**src/rtl/seven_seg_if.sv**
```systemverilog
// seven_seg_if: bundle between the display data path and the digit scanner.
//   master modport: data path side (drives nums/blank/dp_in/hex_mode,
//                   observes the pin-level outputs).
//   slave modport : scanner side (samples the data, drives digit/display/dp).
// Signals:
//   nums[4*DIGITS] : nibble i is the value of digit i (digit 0 rightmost)
//   blank[DIGITS]  : 1 forces digit i dark
//   dp_in[DIGITS]  : 1 lights the decimal point of digit i
//   hex_mode       : 1 hex glyphs, 0 decimal (10..15 dark)
//   digit[DIGITS]  : anode enables, active-low
//   display[7]     : segments {g,f,e,d,c,b,a}, active-low
//   dp             : decimal point, active-low
interface seven_seg_if #(
   parameter int DIGITS = 4
);
   logic [4*DIGITS-1:0] nums;
   logic [DIGITS-1:0]   blank;
   logic [DIGITS-1:0]   dp_in;
   logic                hex_mode;
   logic [DIGITS-1:0]   digit;
   logic [6:0]          display;
   logic                dp;

   modport master (
      output nums, blank, dp_in, hex_mode,
      input  digit, display, dp
   );

   modport slave (
      input  nums, blank, dp_in, hex_mode,
      output digit, display, dp
   );
endinterface

```
**src/rtl/seven_seg_scan.sv**
```systemverilog
// seven_seg_scan: time-multiplexed driver for DIGITS common-anode
// seven-segment digits.
// Parameters:
//   DIGITS        : digits scanned (2..8); must match the interface parameter
//   SCAN_DIV_BITS : prescaler width, one digit slot = 2^SCAN_DIV_BITS clocks
// Ports:
//   clk : system clock
//   rst : asynchronous active-high reset (all digits dark, scan restarts)
//   bus : seven_seg_if.slave (data in, anode/segment/dp outputs)
// Optional feature:
//   SEVSEG_LZ_BLANK_EN defined -> leading-zero suppression on digits > 0.
// Anode, segments and dp are all registered on the same tick from the same
// next index, so the visible pattern can never skew against its anode.
module seven_seg_scan #(
   parameter int DIGITS        = 4,
   parameter int SCAN_DIV_BITS = 16
) (
   input  logic       clk,
   input  logic       rst,
   seven_seg_if.slave bus
);
   localparam int IDX_W = (DIGITS > 1) ? $clog2(DIGITS) : 1;

   logic [SCAN_DIV_BITS-1:0] div_reg;
   logic [IDX_W-1:0]         idx_reg;
   logic [DIGITS-1:0]        digit_reg;
   logic [6:0]               display_reg;
   logic                     dp_reg;

   logic                     tick;
   logic [IDX_W-1:0]         nidx;
   logic [3:0]               nibble;
   logic [DIGITS-1:0]        digit_next;
   logic [6:0]               display_next;
   logic                     dp_next;

   function automatic logic [6:0] glyph(input logic [3:0] n, input logic hex);
      logic [6:0] g;
      case (n)
         4'h0: g = 7'b1000000;
         4'h1: g = 7'b1111001;
         4'h2: g = 7'b0100100;
         4'h3: g = 7'b0110000;
         4'h4: g = 7'b0011001;
         4'h5: g = 7'b0010010;
         4'h6: g = 7'b0000010;
         4'h7: g = 7'b1111000;
         4'h8: g = 7'b0000000;
         4'h9: g = 7'b0010000;
         4'hA: g = 7'b0001000;
         4'hB: g = 7'b0000011;
         4'hC: g = 7'b1000110;
         4'hD: g = 7'b0100001;
         4'hE: g = 7'b0000110;
         default: g = 7'b0001110;
      endcase
      // Decimal mode has no glyph for 10..15: render dark.
      if (!hex && (n > 4'd9)) begin
         g = 7'b1111111;
      end
      return g;
   endfunction

   assign tick = &div_reg;

   // Explicit wrap so non-power-of-two digit counts never visit unused slots.
   assign nidx = (idx_reg == IDX_W'(DIGITS - 1)) ? '0 : idx_reg + IDX_W'(1);

`ifdef SEVSEG_LZ_BLANK_EN
   // upper_zero[i]: nibble i and every higher nibble are zero.
   logic [DIGITS:1]   upper_zero;
   logic [DIGITS-1:0] lz_dark;

   assign upper_zero[DIGITS] = 1'b1;
   assign lz_dark[0]         = 1'b0;   // the units digit always shows

   for (genvar gi = 1; gi < DIGITS; gi++) begin : g_lz
      assign upper_zero[gi] = upper_zero[gi+1] && (bus.nums[4*gi +: 4] == 4'h0);
      assign lz_dark[gi]    = upper_zero[gi];
   end
`endif

   always_comb begin
      nibble       = bus.nums[4*int'(nidx) +: 4];
      digit_next   = ~(DIGITS'(1) << nidx);
      display_next = glyph(nibble, bus.hex_mode);
      dp_next      = ~bus.dp_in[nidx];
`ifdef SEVSEG_LZ_BLANK_EN
      // A suppressed zero keeps its decimal point.
      if (lz_dark[nidx]) begin
         display_next = 7'b1111111;
      end
`endif
      // Blanking darkens segments and dp but keeps the anode driven so every
      // digit gets the same duty cycle.
      if (bus.blank[nidx]) begin
         display_next = 7'b1111111;
         dp_next      = 1'b1;
      end
   end

   always_ff @(posedge clk or posedge rst) begin
      if (rst) begin
         div_reg     <= '0;
         idx_reg     <= IDX_W'(DIGITS - 1);
         digit_reg   <= '1;
         display_reg <= 7'b1111111;
         dp_reg      <= 1'b1;
      end else begin
         div_reg <= div_reg + SCAN_DIV_BITS'(1);
         if (tick) begin
            idx_reg     <= nidx;
            digit_reg   <= digit_next;
            display_reg <= display_next;
            dp_reg      <= dp_next;
         end
      end
   end

   assign bus.digit   = digit_reg;
   assign bus.display = display_reg;
   assign bus.dp      = dp_reg;

endmodule

```
**src/flat_wrapper.sv**
```systemverilog
// flat-port wrapper written by rule: the top's interface ports become plain ports
module seven_seg_scan_flat 
#(
   parameter int DIGITS        = 4,
   parameter int SCAN_DIV_BITS = 16
)
  (clk, rst, bus_nums, bus_blank, bus_dp_in, bus_hex_mode, bus_digit, bus_display, bus_dp);
  seven_seg_if #(.DIGITS(DIGITS)) bus_i ();
  input  logic clk;
  input  logic rst;
  input wire logic [$bits(bus_i.nums)-1:0] bus_nums;
  input wire logic [$bits(bus_i.blank)-1:0] bus_blank;
  input wire logic [$bits(bus_i.dp_in)-1:0] bus_dp_in;
  input wire logic [$bits(bus_i.hex_mode)-1:0] bus_hex_mode;
  output wire logic [$bits(bus_i.digit)-1:0] bus_digit;
  output wire logic [$bits(bus_i.display)-1:0] bus_display;
  output wire logic [$bits(bus_i.dp)-1:0] bus_dp;
  assign bus_i.nums = bus_nums;
  assign bus_i.blank = bus_blank;
  assign bus_i.dp_in = bus_dp_in;
  assign bus_i.hex_mode = bus_hex_mode;
  assign bus_digit = bus_i.digit;
  assign bus_display = bus_i.display;
  assign bus_dp = bus_i.dp;
  seven_seg_scan #(.DIGITS(DIGITS), .SCAN_DIV_BITS(SCAN_DIV_BITS)) u_core (.clk(clk), .rst(rst), .bus(bus_i));
endmodule
```
**config.mk**
```make
export PLATFORM = sky130hd
export DESIGN_NAME = seven_seg_scan_flat
export DESIGN_NICKNAME = d
export VERILOG_FILES = /design/src/rtl/seven_seg_if.sv /design/src/rtl/seven_seg_scan.sv /design/src/flat_wrapper.sv
export SDC_FILE = /design/constraint.sdc
export NUM_CORES = 1
export LEC_CHECK = 0
export CAP_MARGIN = 25
export CORE_MARGIN = 3
export CORE_UTILIZATION = 45
export DETAILED_ROUTE_END_ITERATION = 16
export GPL_ROUTABILITY_DRIVEN = 0
export PLACE_DENSITY = 0.73
export SYNTH_ARGS = -nofsm -noshare
export SYNTH_HDL_FRONTEND = slang
export SYNTH_SLANG_ARGS = --single-unit
```
**constraint.sdc**
```tcl
create_clock -name clk -period 6.5 [get_ports clk]
set_input_delay 0.975 -clock clk [delete_from_list [all_inputs] [get_ports clk]]
set_output_delay 0.975 -clock clk [all_outputs]
set_load 0.005 [all_outputs]
```
# --- Word level (Yosys, flattened, before mapping) ---
# Memory sizes are Yosys's and may differ from the RTL's.
# Index checks and enable logic that the tools add are counted.
word_totals:
  memories: 1
  ff_bits: 30
  inputBits: 27
  rom_bits: 112
classes:
  n_lt_le_gt_ge: 2
  reduce_logical: 3
  n_addsub: 2
  mux: 8
  n_bitwise: 2
  eq_ne: 1
  shift: 2
mem_list:
  columns: ["name", "depth", "width", "read_ports", "rd_ports_with_merged_regs", "write_ports", "line_no", "source"]
  rows:
  - ["(name not given)", 16, 7, 1, 0, 0, "seven_seg_scan.sv:39", "case (n)"]
ops:
  columns: ["cell", "n"]
  rows:
  - ["$add A16 B1 Y16 const B", 1]
  - ["$reduce_and A16 Y1", 1]
  - ["$shiftx A16 B5 Y4", 1]
  - ["$mux W7", 2]
  - ["$bmux W1 S2", 2]
  - ["$gt A4 B4 Y1 const B", 1]
  - ["$not A4 Y4", 1]
  - ["$shl A1 B2 Y4 const A", 1]
  - ["$lt A2 B3 Y1 const B", 1]
  - ["$mux W1", 3]
  - ["$add A2 B1 Y2 const B", 1]
  - ["$eq A2 B2 Y1 const B", 1]
  - ["$mux W2", 1]
  - ["$logic_and A1 B1 Y1", 1]
  - ["$logic_not A1 Y1", 1]
  - ["$not A1 Y1", 1]

# --- Logic depth before layout (Yosys ltp) ---
# Gate-level depths: netlist (run 1).
logic_depth:
  ltp_word: 7
  mapped_depth: 10
  depth_no_buf: 9

# --- Worst setup path before layout (run 1) ---
# Ideal clock, no wire load.
synth_path:
  path_type: "register to register"
  start: "register u_core.idx_reg[0]"
  end: "register u_core.display_reg[0] (netlist: u_core.bus.display[0])"
  synth_period_minus_slack_ns: 2.493
  t_arrival_ns: 2.420
  required_ns: 6.427
  n_path_buf: 1
  stages_incl_launch_ff: 10
  path_slack_ns: 4.007
  setup_time_ns: 0.073
  cell_sequence: "dfstp_2 > inv_1 > ha_1 > buf_6 > mux4_2 > inv_1 > ha_1 > mux2i_1 > mux2_2 > a21oi_1"
synth_between:
  elab_chain_cells: 7
  word_cells_on_any_way: 11
  cone_classes: "add/sub (1); order compare (1); eq/ne (1); shift (1); mux (5); reduce/logical (1); memory (1)"
synth_lines:
  columns: ["item", "line_no", "source"]
  rows:
  - ["from (decl)", "seven_seg_scan.sv:25", "logic [IDX_W-1:0] idx_reg;"]
  - ["from (signal assigned)", "seven_seg_scan.sv:105", "idx_reg <= IDX_W'(DIGITS - 1);"]
  - ["from (signal assigned)", "seven_seg_scan.sv:112", "idx_reg <= nidx;"]
  - ["$add A2 B1 Y2 / $eq A2 B2 Y1 (equally long branches)", "seven_seg_scan.sv:67", "assign nidx = (idx_reg == IDX_W'(DIGITS - 1)) ? '0 : idx_reg + IDX_W'(1);"]
  - ["$mux W2 (*)", "seven_seg_scan.sv:67", null]
  - ["via u_core.nidx[1]", "seven_seg_scan.sv:31", "logic [IDX_W-1:0] nidx;"]
  - ["$shiftx A16 B5 Y4", "seven_seg_scan.sv:84", "nibble = bus.nums[4*int'(nidx) +: 4];"]
  - ["$gt A4 B4 Y1", "seven_seg_scan.sv:58", "if (!hex && (n > 4'd9)) begin"]
  - ["$logic_and A1 B1 Y1", "seven_seg_scan.sv:58", null]
  - ["$mux W7", "seven_seg_scan.sv:58", null]
  - ["$mux W7 (*)", "seven_seg_scan.sv:96", "if (bus.blank[nidx]) begin"]
  - ["to (signal assigned)", "seven_seg_scan.sv:114", "display_reg <= display_next;"]
  - ["to (decl)", "seven_seg_scan.sv:27", "logic [6:0] display_reg;"]
# The timed path passes the listed nets; every way through them passes the cells marked *. The select of a mux whose other input is x is not followed.
# A chain may end at the register's enable or synchronous reset.

# --- Worst setup path after layout (run 1) ---
# Same ends and word-level chain as after synthesis.

==> results of run 1 <==
[kinds of logic (layout without fill, tap and decap cells)]
logic type	after synthesis	after routing	synth area share (%)
muxes	15	15	13.0
DFF	30	30	44.5
AOI/OAI and AO/OA	26	26	8.77
buffers and inverters	14	56	4.42
adders and majority gates	10	10	7.25
xor gates and xnor gates	14	14	7.11
and+or+nand+nor	49	49	14.9
[area by class of cell]
class	count	area share (%)
well taps	46	2.55
repair buffers	39	18.1
clock buffers	8	4.88
flip-flops and latches	30	34.0
inverters	9	1.50
multi-input cells	114	39.0
[cells in the mapped netlist, drive strengths merged, types with 5 or more instances]
master   n
a21oi   10
dfrtp   16
dfstp   14
ha      10
inv      9
mux2i    7
mux4     5
nand2   15
nand3    7
nor2    15
o21ai   10
xnor2   11
[path summary, 6_finish.rpt]
| path | end | slack, ps |
|---|---|---|
| min in group asynchronous | u_core.idx_reg[1]$_DFFE_PP1P_ | 1330 |
| min reg2reg | u_core.div_reg[5]$_DFF_PP0_ | 470 |
| max in group asynchronous | u_core.bus.display[6]$_DFFE_PP1P_ | 4960 |
| max | u_core.bus.display[0]$_DFFE_PP1P_ | 3590 |
| min | u_core.div_reg[5]$_DFF_PP0_ | 470 |
| max reg2reg | u_core.bus.display[0]$_DFFE_PP1P_ | 3590 |
[critical path, stage by stage (launching register included)]
cell and delay (ps):
dfstp_2 620, inv_1 90, ha_1 560, mux4_2 680, inv_1 180, ha_1 200
mux2i_1 80, mux2_2 280, a21oi_1 140
[layer usage]
layer  vias up  wire [um]  track usage (%)
met5         -          0                0
met1       605       1550             21.4
met2        32       1770             30.2
met3         3        233             3.94
li1        629          -                -
met4         0         34             6.70
[power by group through the flow]
stage          Combinational (W)  Clock [W]  Sequential [W]
2_1_floorplan          0.0000244          0        0.000199
3_3_place_gp           0.0000502          0        0.000199
3_5_place_dp           0.0000538          0        0.000199
4_1_cts                0.0000541   0.000179        0.000196
5_1_grt                0.0000588   0.000186        0.000196
6_report               0.0000536   0.000173        0.000196
[metrics by stage]
| step | cells | worst slack [ps] |
|---|---|---|
| after detailed placement | 238 | 3580 |
| after global routing | 246 | 3390 |
| after global placement | 237 | 3650 |
| final | 246 | 3590 |
| after floorplan | 158 | 4010 |
| after CTS | 246 | 3580 |
==> impl_metrics.yaml, run 1 <==
critical_path:
  arrival_ps: 3120
  crit_path_max_fanout: 8
  crit_start: "u_core.idx_reg[0]$_DFFE_PP1P_"
  critPathKind: "reg -> reg"
  required_ps: 6710
  r2r-start: "u_core.idx_reg[0]$_DFFE_PP1P_"
  worst_setup_path_end_kind: "flop"
  critPathLaunchType: "flop"
  r2r_cells: 8
sta:
  slew_violations: 0
  slew_headroom_pct: 52.4
  fin_skew_ps: 4.82
  final_hold_viol_count: 0
  period_share_pct: 44.8
  rsz0062_at_grt: "no"
  finalSetupViolCount: 0
  worst_slew_pin_slew_ps: 714
  setup-tns-final_ps: 0
  fmax_mhz: 343
  post-route-min-period_ps: 2910
  holdWs_ps: 466
pwr:
  power.density_nw_per_um2: 187
  seqPwrFrac_pct: 46.4
  p_sw_w: 0.0000892
  ir_drop_mv: 0.187
  swShare_pct: 21.1
  internal_power_w: 0.000333
  total_power_w: 0.000422
  p_leak_nw: 0.967
  pwr-share-clk_pct: 40.9
  combPwrFrac_pct: 12.7
logic_synthesis:
  synth_cell_type_count: 36
  synthArstFlopShare_pct: 100
  synth_cells: 158
  synth_top_area_cell: "dfrtp_1"
  syn_avg_cell_area_um2: 10.9
  synth_top_area_share_pct: 23.2
  synth_area_um2: 1730
  ys_warn_count: 0
  synth_seq_cells: 30
  synth_edf_count: 0
  ys.flop_type: "dfrtp_1"
  yosys-top-cells-area: "dfrtp_1, dfstp_2, ha_1, xnor2_1, mux2i_1"
  yosysSeqAreaShare_pct: 44.5
  syn_nets: 195
clock_tree:
  cts_tree: "yes"
  cts_resized: 0
  clkSinkCount: 30
  clk_pin_slew_ps: 60
  cts_max_level: 2
  insertion_delay_ps: 280
  cts_buffer_depth: 2
  cts_hold_buf: 0
  cts_made_buffers: 5
  root_buffer: "clkbuf_8"
  cts_setup_buffers: 0
detailed_routing:
  routed_via_density: 5.16
  dr_total_vias: 1269
  remaining_drc_errors: 0
  drtIter0Drc: 82
  wl_per_cell_um: 14.6
  drt-total-wl_um: 3590
  drtAntennaViolNets: 0
  dr.pass1.iters: 4
die:
  rows: 21
  core_um2: 3520
  fp.dieH_um: 67.9
  start_util_pct: 49.0
  die-area_um2: 4610
  fp.dieW_um: 67.9
  io_pins: 39
grt:
  grt_overflow: 0
  grt_first_pass_wirelength_um: 5950
  grt_start_max_net_pins: 22
  grt_use_total_pct: 17.6
  antenna_found_initial: 0
  grt_pass1_vias: 1327
worst_hold_path:
  whs_path_depth: 1
  worstHoldPathType: "reg -> reg"
  min-delay-start: "u_core.div_reg[5]$_DFF_PP0_"
final_layout:
  multi_input_area_um2: 881
  syn2layout_area_growth_pct: 30.9
  antenna_cells: 0
  largest_reg_flops: 16
  drive_above_1_share_pct: 16.5
  final_area_um2: 2260
  layout_common_cells: "clkdlybuf4s50_1, dfrtp_1, nand2_1"
  mostFrequentLayoutCell: "clkdlybuf4s50_1"
  seqCellArea_um2: 768
  fillers: 284
  finish.net_count: 236
  utilization_pct: 64.1
place:
  io_buffer_count: 38
  hpwl_um: 2780
  place_area_um2: 2150
job:
  cap_violations: 0
outcome:
  outcome: "complete, no violations"
No activity file was read; power rests on OpenSTA's default activity.
==> run 2, diff against run 1 <==
==> constraint.sdc (replaced) <==
create_clock -name clk -period 3 [get_ports clk]
set_input_delay 0.45 -clock clk [delete_from_list [all_inputs] [get_ports clk]]
set_output_delay 0.45 -clock clk [all_outputs]
set_load 0.005 [all_outputs]
==> run 2 against run 1 <==
Global-route usage is 0.58 points higher. Worst hold slack gained 8.0 ps. Sequential share of layout area is 0.19 points higher. Via count grew 2.0%. Highest routed layer unchanged.
==> impl_metrics.yaml, run 2 (synthesis results as in run 1) <==
die:
  fp.dieH_um: 67.9
  io_pins: 39
  die-area_um2: 4610
  start_util_pct: 49.0
  rows: 21
  core_um2: 3520
  fp.dieW_um: 67.9
pwr:
  p_leak_nw: 0.964
  ir_drop_mv: 0.278
  power.density_nw_per_um2: 407
  total_power_w: 0.000914
place:
  io_buffer_count: 38
  place_area_um2: 2140
  place_ws_ps: 313
  hpwl_um: 2850
outcome:
  outcome: "complete, no violations"
grt:
  grt_pass1_vias: 1330
  grt_start_max_net_pins: 23
  grt_overflow: 0
  antenna_found_initial: 0
  grt_use_total_pct: 18.2
  grt_first_pass_wirelength_um: 6180
critical_path:
  worst_setup_path_end_kind: "flop"
  critPathBufInv: 3
  required_ps: 3210
  crit_path_max_fanout: 7
  path_cells: "inv_1 -> ha_1 -> mux4_2 -> inv_1 -> ha_1 -> inv_1 -> o22ai_1 -> a22oi_1 -> a21oi_1"
  arrival_ps: 2930
  critPathKind: "reg -> reg"
  critPathLaunchType: "flop"
  crit_slowest_cell: "mux4_2"
  crit_family: "multiplexers"
  critPathMostFrequentCell: "inv_1"
  critical_path.max_stage_delay_ps: 650
detailed_routing:
  drtIter0Drc: 68
  drtAntennaViolNets: 0
  routed_via_density: 5.24
  dr_total_vias: 1295
  drt-total-wl_um: 3720
  dr.pass1.iters: 4
  wl_per_cell_um: 15.0
  remaining_drc_errors: 0
clock_tree:
  root_buffer: "clkbuf_8"
  cts_tree: "yes"
  cts_setup_buffers: 0
  cts_hold_buf: 0
  cts_made_buffers: 5
  insertion_delay_ps: 280
  clk_pin_slew_ps: 60
  cts_buffer_depth: 2
  cts_resized: 0
  cts_max_level: 2
  clkSinkCount: 30
sta:
  slew_violations: 0
  period_share_pct: 90.5
  setup-tns-final_ps: 0
  worst_slew_pin_slew_ps: 817
  final_hold_viol_count: 0
  post-route-min-period_ps: 2720
  finalSetupViolCount: 0
  finalWorstSetupSlack_ps: 284
  fin_skew_ps: 3.06
  fmax_mhz: 368
  rsz0062_at_grt: "no"
  slew_headroom_pct: 45.5
final_layout:
  syn2layout_area_growth_pct: 30.2
  drive_above_1_share_pct: 16.9
  layout_common_cells: "clkdlybuf4s50_1, dfrtp_1, nand2_1"
  mostFrequentLayoutCell: "clkdlybuf4s50_1"
  antenna_cells: 0
  largest_reg_flops: 16
  utilization_pct: 63.8
  final_area_um2: 2250
  finish.net_count: 237
worst_hold_path:
  worstHoldPathType: "reg -> reg"
job:
  cap_violations: 0
## run 2: cell count changes in the layout (fill, tap and decap cells not counted)
cell,change
buf_16,-1
buf_4,+2
## run 2: worst register-to-register path: cells and delay by family, from the launching register on
kind                       cells  cell delay (ps)
AOI/OAI and AO/OA              3              440
adders and majority gates      2              600
buffers and inverters          3              340
DFF                            1              610
muxes                          1              650
## run 2: metrics by stage
stage,hold WS (ps),cells
3_5_place_dp,462,239
6_report,473,247
4_1_cts,476,247
3_3_place_gp,452,239
2_1_floorplan,437,158
5_1_grt,504,247
## run 2: per-layer routing
layer | up-vias | part of all wire [%] | track usage [%] | wire length [um]
li1 | 636 | - | - | -
met1 | 620 | 43 | 21.1 | 1600
met2 | 36 | 50 | 32.1 | 1850
met3 | 3 | 6.2 | 4.93 | 231
met4 | 0 | 0.97 | 5.96 | 36
met5 | - | 0 | 0 | 0
## run 2: power breakdown
group	total [W]	switching [W]	internal, W
Sequential	0.000424	0.00000445	0.000420
Clock	0.000379	0.000147	0.000231
Combinational	0.000112	0.0000437	0.0000682
Total	0.000914	0.000195	0.000719
## run 2: path summary, 6_finish.rpt
| path | from | to | slack, ps | depth (start not counted) |
|---|---|---|---|---|
| max | u_core.idx_reg[0]$_DFFE_PP1P_ | u_core.bus.display[1]$_DFFE_PP1P_ | 280 | 9 |
| min | u_core.div_reg[4]$_DFF_PP0_ | u_core.div_reg[4]$_DFF_PP0_ | 470 | 1 |
| max reg2reg | u_core.idx_reg[0]$_DFFE_PP1P_ | u_core.bus.display[1]$_DFFE_PP1P_ | 280 | 9 |
| min reg2reg | u_core.div_reg[4]$_DFF_PP0_ | u_core.div_reg[4]$_DFF_PP0_ | 470 | 1 |
| max in group asynchronous | rst | u_core.bus.digit[2]$_DFFE_PP1P_ | 1650 | 3 |
| min in group asynchronous | rst | u_core.div_reg[11]$_DFF_PP0_ | 630 | 2 |
## run 2: layout make-up
class | instances | area (um2)
sequential | 30 | 768
timing repair buffer | 40 | 395
multi-input combinational | 114 | 881
clock buffer | 8 | 110
tap | 46 | 57.6
fill | 278 | 1270
inverter | 9 | 33.8
